## config.mk

```make
export PLATFORM = sky130hd
export DESIGN_NAME = fetch_unit_flat
export DESIGN_NICKNAME = d
export VERILOG_FILES = /design/src/rtl/fetch_unit_pkg.sv /design/src/rtl/fetch_unit_if.sv /design/src/rtl/fetch_unit_pc_next.sv /design/src/rtl/fetch_unit.sv /design/src/flat_wrapper.sv
export SDC_FILE = /design/constraint.sdc
export NUM_CORES = 1
export LEC_CHECK = 0
export ABC_CLOCK_PERIOD_IN_PS = 6700
export BUFFER_PORTS_ARGS = -buffer_cell sky130_fd_sc_hd__buf_4
export CAP_MARGIN = 20
export CORE_UTILIZATION = 42
export CTS_CLUSTER_DIAMETER = 40
export DETAILED_ROUTE_END_ITERATION = 12
export GPL_TIMING_DRIVEN = 0
export PLACE_DENSITY = 0.66
export SETUP_SLACK_MARGIN = 0.05
export SLEW_MARGIN = 15
export SYNTH_ARGS = -nofsm -noshare
export SYNTH_HDL_FRONTEND = slang
export SYNTH_SLANG_ARGS = --single-unit
```

## constraint.sdc

```tcl
create_clock -name clk -period 6.7 [get_ports clk]
set_input_delay 0.67 -clock clk [delete_from_list [all_inputs] [get_ports clk]]
set_output_delay 0.67 -clock clk [all_outputs]
set_load 0.02 [all_outputs]
```

## src/rtl/fetch_unit_pkg.sv

```systemverilog
// Purpose: shared types and constants for the instruction fetch unit.
// Latency: n/a (declarations only).
// Backpressure: n/a.
package fetch_unit_pkg;

   localparam int PC_W_DEF  = 10;
   localparam int IW_DEF    = 16;
   localparam int RESET_VEC = 0;

   // Opcode field position inside the instruction word
   localparam int OPC_MSB = 15;
   localparam int OPC_LSB = 10;
   localparam int OPC_W   = OPC_MSB - OPC_LSB + 1;

   typedef enum logic [1:0] {
      ST_IDLE  = 2'd0,
      ST_FETCH = 2'd1,
      ST_EXEC  = 2'd2
   } state_e;

endpackage

```

## src/rtl/fetch_unit_if.sv

```systemverilog
// Purpose: program-memory read port between fetch unit (master) and memory (slave).
// Latency: request held until ack; ack may arrive in the same cycle as the request.
// Backpressure: memory stalls the fetch by withholding mem_ack.
interface fetch_unit_if
   import fetch_unit_pkg::*;
#(
   parameter int PC_W = PC_W_DEF,
   parameter int IW   = IW_DEF
);

   logic            mem_req;
   logic [PC_W-1:0] mem_addr;
   logic            mem_ack;
   logic [IW-1:0]   mem_data;

   modport master (
      output mem_req,
      output mem_addr,
      input  mem_ack,
      input  mem_data
   );

   modport slave (
      input  mem_req,
      input  mem_addr,
      output mem_ack,
      output mem_data
   );

endinterface

```

## src/rtl/fetch_unit_pc_next.sv

```systemverilog
// Purpose: next fetch address select: absolute jump, relative jump or sequential.
// Latency: combinational.
// Backpressure: none.
module pc_next
   import fetch_unit_pkg::*;
#(
   parameter int PC_W = PC_W_DEF
) (
   input  logic            s_abs,
   input  logic            s_inc,
   input  logic [PC_W-1:0] pc,
   input  logic [PC_W-1:0] d,
   output logic [PC_W-1:0] nxt
);

   // Absolute jump wins over relative; wrap-around is the natural PC_W-bit overflow,
   // so a negative two's-complement D steps backwards.
   always_comb begin
      nxt = pc + PC_W'(1);
      if (!s_abs) begin
         nxt = d;
      end else if (!s_inc) begin
         nxt = pc + d;
      end
   end

endmodule

```

## src/rtl/fetch_unit.sv

```systemverilog
// Purpose: fetch/execute sequencer; fetches one instruction word and strobes exec for it.
// Latency: 2 cycles per instruction with zero-wait memory, plus one per memory wait state.
// Backpressure: FETCH holds mem_req/mem_addr stable until mem_ack; acks outside FETCH ignored.
module fetch_unit
   import fetch_unit_pkg::*;
#(
   parameter int PC_W = PC_W_DEF,
   parameter int IW   = IW_DEF
) (
   input  logic             clk,
   input  logic             reset,
   input  logic             s_abs,
   input  logic             s_inc,
   fetch_unit_if.master     mem,
   output logic [IW-1:0]    instr,
   output logic [OPC_W-1:0] opcode,
   output logic [PC_W-1:0]  jdest,
   output logic             exec,
   output logic [PC_W-1:0]  pc
);

   state_e          state_q, state_d;
   logic            mem_req_q, mem_req_d;
   logic [PC_W-1:0] fetch_addr_q, fetch_addr_d;
   logic [IW-1:0]   instr_q, instr_d;
   logic [PC_W-1:0] pc_q, pc_d;
   logic            exec_q, exec_d;
   logic [PC_W-1:0] pc_nxt;

   pc_next #(.PC_W(PC_W)) u_pc_next (
      .s_abs (s_abs),
      .s_inc (s_inc),
      .pc    (pc_q),
      .d     (instr_q[PC_W-1:0]),
      .nxt   (pc_nxt)
   );

   // Sequencer: all outputs are registered, so each transition also sets the
   // next cycle's mem_req/exec values.
   always_comb begin
      state_d      = state_q;
      mem_req_d    = mem_req_q;
      fetch_addr_d = fetch_addr_q;
      instr_d      = instr_q;
      pc_d         = pc_q;
      exec_d       = 1'b0;
      case (state_q)
         ST_IDLE: begin
            state_d   = ST_FETCH;
            mem_req_d = 1'b1;
         end
         ST_FETCH: begin
            if (mem.mem_ack) begin
               instr_d   = mem.mem_data;
               pc_d      = fetch_addr_q;
               mem_req_d = 1'b0;
               exec_d    = 1'b1;
               state_d   = ST_EXEC;
            end
         end
         ST_EXEC: begin
            // Control inputs are sampled here, while exec is high
            fetch_addr_d = pc_nxt;
            mem_req_d    = 1'b1;
            state_d      = ST_FETCH;
         end
         default: begin
            state_d   = ST_IDLE;
            mem_req_d = 1'b0;
         end
      endcase
   end

   // State and output registers; reset aborts any outstanding request immediately
   always_ff @(posedge clk or negedge reset) begin
      if (!reset) begin
         state_q      <= ST_IDLE;
         mem_req_q    <= 1'b0;
         fetch_addr_q <= PC_W'(RESET_VEC);
         instr_q      <= '0;
         pc_q         <= PC_W'(RESET_VEC);
         exec_q       <= 1'b0;
      end else begin
         state_q      <= state_d;
         mem_req_q    <= mem_req_d;
         fetch_addr_q <= fetch_addr_d;
         instr_q      <= instr_d;
         pc_q         <= pc_d;
         exec_q       <= exec_d;
      end
   end

   assign mem.mem_req  = mem_req_q;
   assign mem.mem_addr = fetch_addr_q;
   assign instr        = instr_q;
   assign opcode       = instr_q[OPC_MSB:OPC_LSB];
   assign jdest        = instr_q[PC_W-1:0];
   assign exec         = exec_q;
   assign pc           = pc_q;

endmodule

```

## src/flat_wrapper.sv

```systemverilog
// flat-port wrapper written by rule: the top's interface ports become plain ports
module fetch_unit_flat import fetch_unit_pkg::*;
#(
   parameter int PC_W = PC_W_DEF,
   parameter int IW   = IW_DEF
)
  (clk, reset, s_abs, s_inc, instr, opcode, jdest, exec, pc, mem_mem_req, mem_mem_addr, mem_mem_ack, mem_mem_data);
  fetch_unit_if #(.PC_W(PC_W), .IW(IW)) mem_i ();
  input  logic clk;
  input  logic reset;
  input  logic s_abs;
  input  logic s_inc;
  output logic [IW-1:0] instr;
  output logic [OPC_W-1:0] opcode;
  output logic [PC_W-1:0] jdest;
  output logic exec;
  output logic [PC_W-1:0] pc;
  output wire logic [$bits(mem_i.mem_req)-1:0] mem_mem_req;
  output wire logic [$bits(mem_i.mem_addr)-1:0] mem_mem_addr;
  input wire logic [$bits(mem_i.mem_ack)-1:0] mem_mem_ack;
  input wire logic [$bits(mem_i.mem_data)-1:0] mem_mem_data;
  assign mem_mem_req = mem_i.mem_req;
  assign mem_mem_addr = mem_i.mem_addr;
  assign mem_i.mem_ack = mem_mem_ack;
  assign mem_i.mem_data = mem_mem_data;
  fetch_unit #(.PC_W(PC_W), .IW(IW)) u_core (.clk(clk), .reset(reset), .s_abs(s_abs), .s_inc(s_inc), .mem(mem_i), .instr(instr), .opcode(opcode), .jdest(jdest), .exec(exec), .pc(pc));
endmodule
```

# Word level (Yosys, flattened, before mapping)
# Index checks and enable logic that the tools add are counted.
totals:
  ff_bits: 40
  in_bits: 21
  out_inout_bits: 54
  elab_cells: 22
op_classes:
  addsub: 2
  eq_ne: 3
  mux: 8
  reduce_logical: 3
op_table:
  columns: ["op", "n"]
  rows:
  - ["10-bit 2-to-1 mux", 2]
  - ["10-bit by 1-bit adder with 10-bit output (second input constant)", 1]
  - ["10-bit adder", 1]
  - ["2-bit one-hot mux with 2 select lines", 1]
  - ["1-bit 2-to-1 mux", 3]
  - ["2-bit by 1-bit equality test with 1-bit output (second input constant)", 1]
  - ["2-bit equality test (second input constant)", 1]
  - ["2-bit zero test", 1]
  - ["2-bit 2-to-1 mux", 1]
  - ["2-bit inequality test (second input constant)", 1]
  - ["1-bit one-hot mux with 2 select lines", 1]
  - ["2-bit AND reduction", 1]
  - ["2-bit OR reduction", 1]

# Logic depth before layout (Yosys ltp)
# Gate-level depths: netlist of run 1.
logic_depth:
  word_depth: 3
  depth_mapped: 9
  mapped_depth_nobuf: 9

# By module
# From an unflattened synthesis of run 1, not the netlist that was laid out.
unflattened:
  cells_unflattened: 181
  hier_area_um2: 2283.4
modules_own_cells:
  columns: ["module", "instances", "cells_each", "area_per_inst_um2", "seq_area_each_um2"]
  rows:
  - ["fetch_unit", 1, 100, 1651.6, 975.9]
  - ["pc_next", 1, 81, 631.9, 0.0]

# Least setup slack after synthesis of run 1
# OpenSTA, ideal clock, no wires.
synth_path:
  kind: "input -> register"
  startpoint: "in s_inc"
  endpoint: "reg u_core.fetch_addr_q[8], in the netlist u_core.mem.mem_addr[8]"
  setup_time_ns: 0.076
  t_arrival_ns: 2.488
  t_required_ns: 6.624
  path_slack_ns: 4.136
  stages: 9
  path_buffers: 0
  path_cell_list: "or2_2 > ha_1 > fa_1 > a211oi_2 > nor4b_2 > a211oi_2 > xnor2_1 > mux2i_1 > o21ai_1"
synth_between:
  elab_chain_len: 2
synth_lines:
  columns: ["element", "line", "text"]
  rows:
  - ["start, declared", "flat_wrapper.sv:12", "input logic s_inc;"]
  - ["10-bit 2-to-1 mux", "fetch_unit_pc_next.sv:22", "end else if (!s_inc) begin"]
  - ["10-bit 2-to-1 mux", "fetch_unit_pc_next.sv:20", "if (!s_abs) begin"]
  - ["end signal, assigned", "fetch_unit.sv:79", "fetch_addr_q <= PC_W'(RESET_VEC);"]
  - ["end signal, assigned", "fetch_unit.sv:86", "fetch_addr_q <= fetch_addr_d;"]
  - ["end, declared", "fetch_unit.sv:24", "logic [PC_W-1:0] fetch_addr_q, fetch_addr_d;"]
# No other way between the ends.
# A chain may end at the register's enable or synchronous reset.

# Worst setup path in the final report of run 1
# Ends and elaborated chain as after synthesis.

==> results of run 1 <==
==> worst max path at each step <==
| stage | start | end | slack [ns] | cells past startpoint |
|---|---|---|---|---|
| final | s_inc | u_core.mem.mem_addr[8] | 4.07 | 10 |
| after floorplan | s_inc | u_core.mem.mem_addr[8] | 4.14 | 9 |
| after CTS | s_inc | u_core.mem.mem_addr[8] | 4.07 | 10 |
| after detailed placement | s_inc | u_core.mem.mem_addr[8] | 3.79 | 10 |
| after global routing | s_inc | u_core.mem.mem_addr[8] | 3.95 | 10 |
| after global placement | s_inc | u_core.mem.mem_addr[8] | 3.77 | 10 |
==> cell usage after synthesis, types with 2 or more instances <==
cell and instances:
buf_4 18, nor2b_1 11, and3_1 2, or2_2 2, a21oi_1 13, nor3_1 2, buf_2 2, a21o_1 4
o21ai_0 8, inv_1 3, ha_1 9, mux2i_1 5, a211oi_2 2, nand2_1 91, xnor2_1 5, nor2_1 4
clkbuf_1 4, dfrtp_1 40, o21ai_1 3
==> layout make-up <==
class                           count  area (µm²)
Fill cell                         484        1970
Multi-Input combinational cell    174         962
Clock inverter                      1        5.00
Tap cell                           67        83.8
Buffer                             24         160
Clock buffer                        6        72.6
Inverter                            4        15.0
Sequential cell                    40        1000
Timing Repair Buffer               73         548
==> per-layer routing <==
| metal | share of wire [%] | global-route usage, % |
|---|---|---|
| met1 | 46 | 26.2 |
| met2 | 47 | 33.5 |
| met3 | 6.0 | 4.94 |
| met4 | 0.82 | 5.13 |
| met5 | 0 | 0 |
==> flip-flops by register name (all words and copies together) (netlist names) <==
register,count
u_core.mem.mem_addr,10
u_core.exec,1
u_core.instr,16
u_core.state_q,2
u_core.mem.mem_req,1
u_core.pc,10
==> layout by cell type (no fill, tap or decap), types with 5 or more instances in the layout <==
cell type and instances:
nor2b_1 11, ha_1 9, dfrtp_1 40, mux2i_1 5, clkbuf_1 5, nand2_1 91
xnor2_1 5, o21ai_0 8, clkbuf_8 5, a21oi_1 13, buf_4 91
==> critical path: stages <==
cell and delay [ns]:
buf_4 0.16, or2_2 0.30, ha_1 0.22, fa_1 0.45, a211oi_2 0.37, nor4b_2 0.10
a211oi_2 0.23, xnor2_1 0.14, mux2i_1 0.09, o21ai_1 0.12
==> report_power, final <==
part / internal (µW) / switching [µW]
Combinational: 301 / 348
Sequential: 330 / 84.7
Clock: 70.8 / 79.7
Total: 702 / 512
==> cells by family after synthesis <==
logic type / after synthesis / synth area share, %
xor gates and xnor gates: 6 / 2.46
buffers and inverters: 28 / 8.19
AOI/OAI and AO/OA: 37 / 10.8
muxes: 5 / 2.34
and+or+nand+nor: 116 / 23.2
DFF: 40 / 46.8
adders and majority gates: 10 / 6.20
==> through the flow <==
| step | instances | power [µW] |
|---|---|---|
| 2_1_floorplan | 242 | 820 |
| 3_3_place_gp | 382 | 1060 |
| 3_5_place_dp | 382 | 1070 |
| 4_1_cts | 389 | 1230 |
| 5_1_grt | 389 | 1310 |
| 6_report | 389 | 1210 |
==> metrics.yaml, run 1 <==
layout:
  drive_above_1_share_pct: 32.9
  final_nets: 353
  postLayoutCoreUtil_pct: 59.1
  diodes: 0
  area.growth.synth_to_final_pct: 33.2
  final_area_um2: 2850
timing:
  clock.fmax_ghz: 0.380
  finalCritPeriodShare_pct: 39.3
  finalSetupTns_ns: 0
  whs_ns: 0.337
  fin_skew_ns: 0.00476
  maxSlewHeadroom_pct: 65.2
  layout_setup_ws_ns: 4.07
  setup_violations: 0
  hold_viol: 0
  drv_slew: 0
  period_needed_ns: 2.63
  worstMarginPinSlew_ns: 0.522
  rsz0062_at_grt: "false"
floorplan:
  die_area_um2: 5380
  die_w_um: 73.4
  ios: 75
  core_um2: 4820
  initial_core_util_pct: 44.4
  num_rows: 25
  die_h_um: 73.4
clock_tree:
  path_clk_slew_ns: 0.07
  post_cts_buffers: 0
  postCtsHoldBufs: 0
  clock_path_buffers: 2
  root_buffer: "clkbuf_8"
  cts_tree: "done"
  cts_buffers: 5
  postCtsResizedCells: 0
  clock_latency_ns: 0.29
  cts.sinks: 40
  htree_levels: 2
worst_setup_path:
  path_class: "in -> reg"
  r2r_end: "u_core.mem.mem_addr[8]"
  timing.rr.start: "u_core.instr[0]"
  r2r_cells: 9
  arrival_ns: 2.85
  startpoint_type: "input port"
  cp-end-kind: "flip-flop"
  worstPathRequired_ns: 6.92
  rrSetupSlack_ns: 4.20
  cp_max_fo: 10
logic_synthesis:
  ys_seq_area_share_pct: 46.8
  netlist_area_um2: 2140
  syn_inst: 242
  synth_top_area_share_pct: 46.8
  synthesis.nets: 273
  ys_ff_latch: 40
  synth_top_area_cell: "dfrtp_1"
  avgSynthCellArea_um2: 8.84
  synth_edf_count: 0
  ys_types: 33
  synthArstFlopShare_pct: 100
  yosys_warnings: 0
  netlist_top_cells_area: "dfrtp_1, nand2_1, buf_4"
  ys.flop_type: "dfrtp_1"
placed_design:
  place_area_um2: 2770
  port_buffers: 73
  dp_hpwl_mm: 3.53
  finalWeightedCongestion: 0.839
  pre_cts_slack_ns: 3.79
routing:
  firstDrtPassIters: 4
  detail_route.wl_per_cell_um: 12.5
  dr_total_vias: 1824
  final_antenna_net_count: 0
  drt-vias-per-instance: 4.69
  totalWireLength_mm: 4.85
  drc_errors: 0
  drt_iter0_markers: 70
power_and_ir_drop:
  p_per_area_nw_per_um2: 426
  worst_ir_drop_vdd_uv: 188
  power_leakage_uw: 0.00157
global_routing:
  antenna_found_initial: 0
  overflow: 0
  grt_max_degree: 41
  grt_pass1_vias: 1712
  grt_pass1_wl_mm: 8.13
  grt_usage_pct: 20.1
worst_hold_path:
  hold_class: "in -> async"
outcome:
  status: "completed"
job:
  drv_cap: 0
(Power assumes the default switching activity.)
==> inputs of run 2 (changes only) <==
--- a/config.mk
+++ b/config.mk
@@ -5,14 +5,14 @@
 export SDC_FILE = /design/constraint.sdc
 export NUM_CORES = 1
 export LEC_CHECK = 0
-export ABC_CLOCK_PERIOD_IN_PS = 6700
+export ABC_CLOCK_PERIOD_IN_PS = 2200
 export BUFFER_PORTS_ARGS = -buffer_cell sky130_fd_sc_hd__buf_4
 export CAP_MARGIN = 20
 export CORE_UTILIZATION = 42
 export CTS_CLUSTER_DIAMETER = 40
 export DETAILED_ROUTE_END_ITERATION = 12
 export GPL_TIMING_DRIVEN = 0
-export PLACE_DENSITY = 0.66
+export PLACE_DENSITY = 0.69
 export SETUP_SLACK_MARGIN = 0.05
 export SLEW_MARGIN = 15
 export SYNTH_ARGS = -nofsm -noshare
==> constraint.sdc (replaced) <==
create_clock -name clk -period 2.2 [get_ports clk]
set_input_delay 0.22 -clock clk [delete_from_list [all_inputs] [get_ports clk]]
set_output_delay 0.22 -clock clk [all_outputs]
set_load 0.02 [all_outputs]
==> run 2 against run 1 <==
Combinational power grew to 3.2 times the previous value. Critical endpoint is now u_core.mem.mem_addr[6]. Cell count is 1.5% higher. Highest routed layer unchanged. Sequential share of layout area fell by 1.3 points.
==> metrics.yaml, run 2 (synthesis results as in run 1) <==
layout:
  largest_reg_flops: 16  # unchanged
  final_cells: 395  # +1.5%
  final_nets: 358  # +1.4%
  final_cell_mix: "buf_4, nand2_1, dfrtp_1, a21oi_1, nor2b_1"
  final_common_cell: "buf_4"
  diodes: 0  # unchanged
  drive_above_1_share_pct: 36.0  # +3.1 points
  final_area_um2: 2960  # +4.0%
  area.growth.synth_to_final_pct: 38.4
  fill_cells: 471  # -2.7%
  postLayoutCoreUtil_pct: 61.5  # +2.3 points
timing:
  worstMarginPinSlew_ns: 0.499  # -0.0226 ns
  finalCritPeriodShare_pct: 98.9
  setup_violations: 0  # unchanged
  maxSlewHeadroom_pct: 66.6  # +1.4 points
  fin_skew_ns: 0.00894  # +0.00418 ns
  whs_ns: 0.104  # -0.233 ns
  hold_viol: 0  # unchanged
  clock.fmax_ghz: 0.460
  rsz0062_at_grt: "true"
  period_needed_ns: 2.18
  drv_slew: 0  # unchanged
routing:
  detail_route.wl_per_cell_um: 12.9  # +3.5%
  drc_errors: 0  # unchanged
  totalWireLength_mm: 5.10  # +5.1%
  wl_met1_mm: 2.26  # +1.7%
  final_antenna_net_count: 0  # unchanged
  firstDrtPassIters: 4  # unchanged
  dr_total_vias: 1892  # +3.7%
  wl_met3_um: 307  # +5.9%
  highest-signal-layer: "met4"
  met2_length_mm: 2.48  # +8.3%
  drt_iter0_markers: 91  # +30%
  drt-vias-per-instance: 4.79  # +2.2%
floorplan:
  die_area_um2: 5380  # unchanged
  num_rows: 25  # unchanged
  die_w_um: 73.4  # unchanged
  core_um2: 4820  # unchanged
  ios: 75  # unchanged
  die_h_um: 73.4  # unchanged
  initial_core_util_pct: 44.4  # unchanged
global_routing:
  grt_max_degree: 41  # unchanged
  overflow: 0  # unchanged
  antenna_found_initial: 0  # unchanged
  grt_pass1_wl_mm: 8.40  # +3.4%
  grt_usage_pct: 20.7  # +0.66 points
  grt_pass1_vias: 1765  # +3.1%
worst_setup_path:
  crit_end: "u_core.mem.mem_addr[6]"
  arrival_ns: 2.40  # -0.45 ns
  path_class: "reg -> reg"
  worstPathRequired_ns: 2.42  # -4.50 ns
  r2r_cells: 9  # unchanged
  timing.rr.start: "u_core.instr[0]"
  r2r_end: "u_core.mem.mem_addr[6]"
  startpoint_type: "flip-flop"
  rrSetupSlack_ns: 0.02  # -4.18 ns
  cp_max_fo: 3  # -7
  crit_start: "u_core.instr[0]"
  cp-end-kind: "flip-flop"
worst_hold_path:
  hold_class: "in -> reg"
  whs_path_depth: 3
clock_tree:
  clock_latency_ns: 0.30  # about the same
  cts_tree: "done"
  path_clk_slew_ns: 0.08  # about the same
  root_buffer: "clkbuf_8"
  cts.sinks: 40  # unchanged
  cts_buffers: 5  # unchanged
  clock_path_buffers: 2  # unchanged
  htree_levels: 2  # unchanged
placed_design:
  port_buffers: 73  # unchanged
  dp_hpwl_mm: 3.57  # +1.1%
  finalWeightedCongestion: 0.827  # -1.3%
  place_area_um2: 2790  # +0.68%
  dpl.cell_count: 382  # unchanged
power_and_ir_drop:
  total_power_uw: 3950  # +230%
  worst_ir_drop_vdd_uv: 600  # +220%
  power_leakage_uw: 0.00161  # +2.5%
  p_per_area_nw_per_um2: 1330  # +210%
outcome:
  status: "completed"
job:
  drv_cap: 0  # unchanged
-- run 2: final cells by class --
type | instances | area (µm²) | share of cell area (%)
Clock inverter | 2 | 35.0 | 1.18
Tap cell | 67 | 83.8 | 2.83
Clock buffer | 6 | 72.6 | 2.45
Sequential cell | 40 | 1000 | 33.9
Inverter | 4 | 15.0 | 0.507
Timing Repair Buffer | 78 | 588 | 19.9
Buffer | 24 | 160 | 5.41
Multi-Input combinational cell | 174 | 1000 | 33.9
-- run 2: how the worst min path moves through the flow --
| stage | from | endpoint | slack (ns) |
|---|---|---|---|
| after floorplan | reset | u_core.exec | -0.08 |
| after global placement | reset | u_core.mem.mem_req | 0.23 |
| after detailed placement | reset | u_core.instr[15] | 0.23 |
| after CTS | mem_mem_data[2] | u_core.instr[2] | 0.09 |
| after global routing | mem_mem_data[2] | u_core.instr[2] | 0.1 |
| final | mem_mem_data[2] | u_core.instr[2] | 0.10 |
-- run 2: worst max-delay path, cell delays in order (launching register included) --
cell	delay [ns]
dfrtp_2	0.41
or2_4	0.23
ha_4	0.17
fa_2	0.37
a211oi_4	0.27
o21bai_1	0.13
a21oi_2	0.17
xnor2_1	0.14
mux2i_1	0.09
o21ai_1	0.13
-- run 2: power breakdown --
group	switching, µW	internal (µW)
clock network	257	337
registers	262	1010
logic	1110	977
-- run 2: through the flow --
| step | TNS (ns) | setup slack [ns] |
|---|---|---|
| after floorplan | 0 | 0.0627 |
| after global placement | -0.0380 | -0.0380 |
| after detailed placement | -0.0366 | -0.0366 |
| after CTS | 0 | 0.0173 |
| after global routing | -0.119 | -0.0707 |
| final | 0 | 0.0240 |
-- run 2: layer usage --
metal | global-route usage, % | vias up
met5 | 0 | -
met4 | 5.13 | 0
met3 | 5.76 | 4
met2 | 34.5 | 52
met1 | 26.8 | 889
li1 | - | 947
-- run 2: repair_timing --
item                                   in CTS  in global routing
buffers inserted                            3                  1
gates resized for setup                     1                  4
endpoints found under the hold margin      40                  0
pin swaps                                   2                  6
hold buffers                                1                  0
setup endpoints to repair                   2                  4
==> inputs of run 3 (changes only) <==
--- a/config.mk
+++ b/config.mk
@@ -8,6 +8,7 @@
 export ABC_CLOCK_PERIOD_IN_PS = 2200
 export BUFFER_PORTS_ARGS = -buffer_cell sky130_fd_sc_hd__buf_4
 export CAP_MARGIN = 20
+export CORE_ASPECT_RATIO = 1.2
 export CORE_UTILIZATION = 42
 export CTS_CLUSTER_DIAMETER = 40
 export DETAILED_ROUTE_END_ITERATION = 12
==> run 3 against run 2 <==
Die area is essentially flat. Global-route usage shrank 0.16 points. Critical path type unchanged. Maximum frequency grew 0.99%. First-iteration DRC count shrank 29%. Sequential cell count is the same.
==> metrics.yaml, run 3 (synthesis results as in run 1) <==
clock_tree:
  cts_tree: "done"
  cts_buffers: 5  # unchanged
  htree_levels: 2  # unchanged
  root_buffer: "clkbuf_8"
  clock_latency_ns: 0.30  # about the same
  path_clk_slew_ns: 0.08  # about the same
  cts.sinks: 40  # unchanged
  clock_path_buffers: 2  # unchanged
placed_design:
  port_buffers: 73  # unchanged
  finalWeightedCongestion: 0.823  # -0.50%
  dpl.cell_count: 375  # -1.8%
  dp_hpwl_mm: 3.66  # +2.5%
timing:
  worstMarginPinSlew_ns: 0.530  # +0.0302 ns
  period_needed_ns: 2.15  # -0.0213 ns
  setup_violations: 0  # unchanged
  finalCritPeriodShare_pct: 97.9  # -0.97 points
  maxSlewHeadroom_pct: 64.7  # -1.9 points
  rsz0062_at_grt: "true"
  drv_slew: 0  # unchanged
  clock.fmax_ghz: 0.464  # +0.99%
  fin_skew_ns: 0.00819  # -0.000755 ns
  hold_viol: 0  # unchanged
routing:
  firstDrtPassIters: 6  # +2
  drt-vias-per-instance: 4.93  # +2.9%
  dr_total_vias: 1902  # +0.53%
  detail_route.wl_per_cell_um: 13.2  # +2.4%
  final_antenna_net_count: 0  # unchanged
  totalWireLength_mm: 5.10  # about the same
  drt_iter0_markers: 65  # -29%
  drc_errors: 0  # unchanged
layout:
  final_cell_mix: "buf_4, nand2_1, dfrtp_1, a21oi_1, nor2b_1"
  final_common_cell: "buf_4"
  multiInputGateArea_um2: 997  # -0.62%
  fill_cells: 479  # +1.7%
  final_nets: 356  # -0.56%
  final-seq-area_um2: 1000  # unchanged
  largest_reg_flops: 16  # unchanged
  area.growth.synth_to_final_pct: 37.2
  diodes: 0  # unchanged
  drive_above_1_share_pct: 35.3  # -0.70 points
  final_cells: 386  # -2.3%
power_and_ir_drop:
  power_leakage_uw: 0.00160  # -0.48%
  worst_ir_drop_vdd_uv: 606  # +0.96%
  p_per_area_nw_per_um2: 1340  # +0.29%
  total_power_uw: 3920  # -0.60%
floorplan:
  ios: 75  # unchanged
  die_h_um: 80.2  # +9.3%
  die_w_um: 67.1  # -8.5%
  initial_core_util_pct: 43.6  # -0.79 points
  die_area_um2: 5380  # about the same
  num_rows: 28  # +12%
  core_um2: 4900  # +1.8%
worst_setup_path:
  worstPathRequired_ns: 2.37  # -0.05 ns
  cp-end-kind: "flip-flop"
  crit_end: "u_core.mem.mem_addr[8]"
  crit_start: "u_core.instr[0]"
  critical-path-max-stage-delay_ns: 0.41  # about the same
  cp_cell_sequence: "or2_4 -> ha_4 -> fa_2 -> a211oi_4 -> nor4b_2 -> a211oi_2 -> xnor2_1 -> mux2i_1 -> o21ai_1"
  r2r_cells: 9  # unchanged
  startpoint_type: "flip-flop"
  crit_slowest_cell: "dfrtp_2"
  crit_buf_inv: 0  # unchanged
  arrival_ns: 2.32  # -0.08 ns
  cp_top_family: "adder cells"
  rrSetupSlack_ns: 0.05  # +0.02 ns
  r2r_end: "u_core.mem.mem_addr[8]"
  path_class: "reg -> reg"
  path_depth: 9  # unchanged
  timing.rr.start: "u_core.instr[0]"
  cp_max_fo: 3  # unchanged
global_routing:
  grt_usage_pct: 20.6  # -0.16 points
  grt_pass1_wl_mm: 8.11  # -3.5%
  grt_max_degree: 41  # unchanged
  grt_pass1_vias: 1737  # -1.6%
  overflow: 0  # unchanged
  antenna_found_initial: 0  # unchanged
job:
  drv_cap: 0  # unchanged
worst_hold_path:
  hold_class: "in -> reg"
outcome:
  status: "completed"
==> run 3: where the power goes <==
part	switching (µW)	internal [µW]	total [µW]	leakage [µW]
logic	1090	955	2050	0.00105
registers	264	1010	1270	0.000496
clock network	267	336	602	0.0000541
==> run 3: worst min-delay path, cell delays in order <==
cell and delay [ns]:
buf_4 0.08, nand2_1 0.04, nand2_1 0.04
==> run 3: how the worst min path moves through the flow <==
stage / start / to / cells after the start
after floorplan: reset / u_core.exec / 0
after global placement: reset / u_core.mem.mem_addr[0] / 1
after detailed placement: reset / u_core.instr[0] / 1
after CTS: mem_mem_data[3] / u_core.instr[3] / 3
after global routing: mem_mem_data[6] / u_core.instr[6] / 3
final: mem_mem_data[3] / u_core.instr[3] / 3
==> run 3: layout make-up <==
cell class	instances	area share [%]
Multi-Input combinational cell	174	34.0
Sequential cell	40	34.2
Timing Repair Buffer	76	19.5
Buffer	24	5.46
Clock buffer	5	2.35
Clock inverter	3	1.45
Inverter	4	0.512
Tap cell	60	2.56
==> run 3: metrics by stage <==
stage	instance area, µm²	setup WS, ns	setup TNS (ns)	hold slack, ns	utilization, %
floorplan	2160	0.0627	0	-0.0756	-
global placement	2780	-0.0226	-0.0226	0.230	56.7
detailed placement	2780	-0.0325	-0.0556	0.236	56.7
CTS	2920	0.0172	0	0.0978	59.6
global route	2930	-0.0615	-0.118	0.103	59.8
finish	2930	0.0454	0	0.107	59.8
==> run 3: repair_timing <==
action / in CTS / in global routing
hold buffers: 1 / 0
hold endpoints to repair: 40 / 0
setup buffers: 2 / 0
pin swaps: 2 / 1
endpoints found under the setup margin: 2 / 4
gates cloned: 0 / 0
resized for setup: 1 / 2
==> run 3: routing by layer <==
metal  track usage, %  wire [µm]  share of wire, %
met4             8.94         65               1.3
met2             35.0       2610                51
met3             3.55        258               5.1
met5                0          0                 0
met1             25.0       2170                43
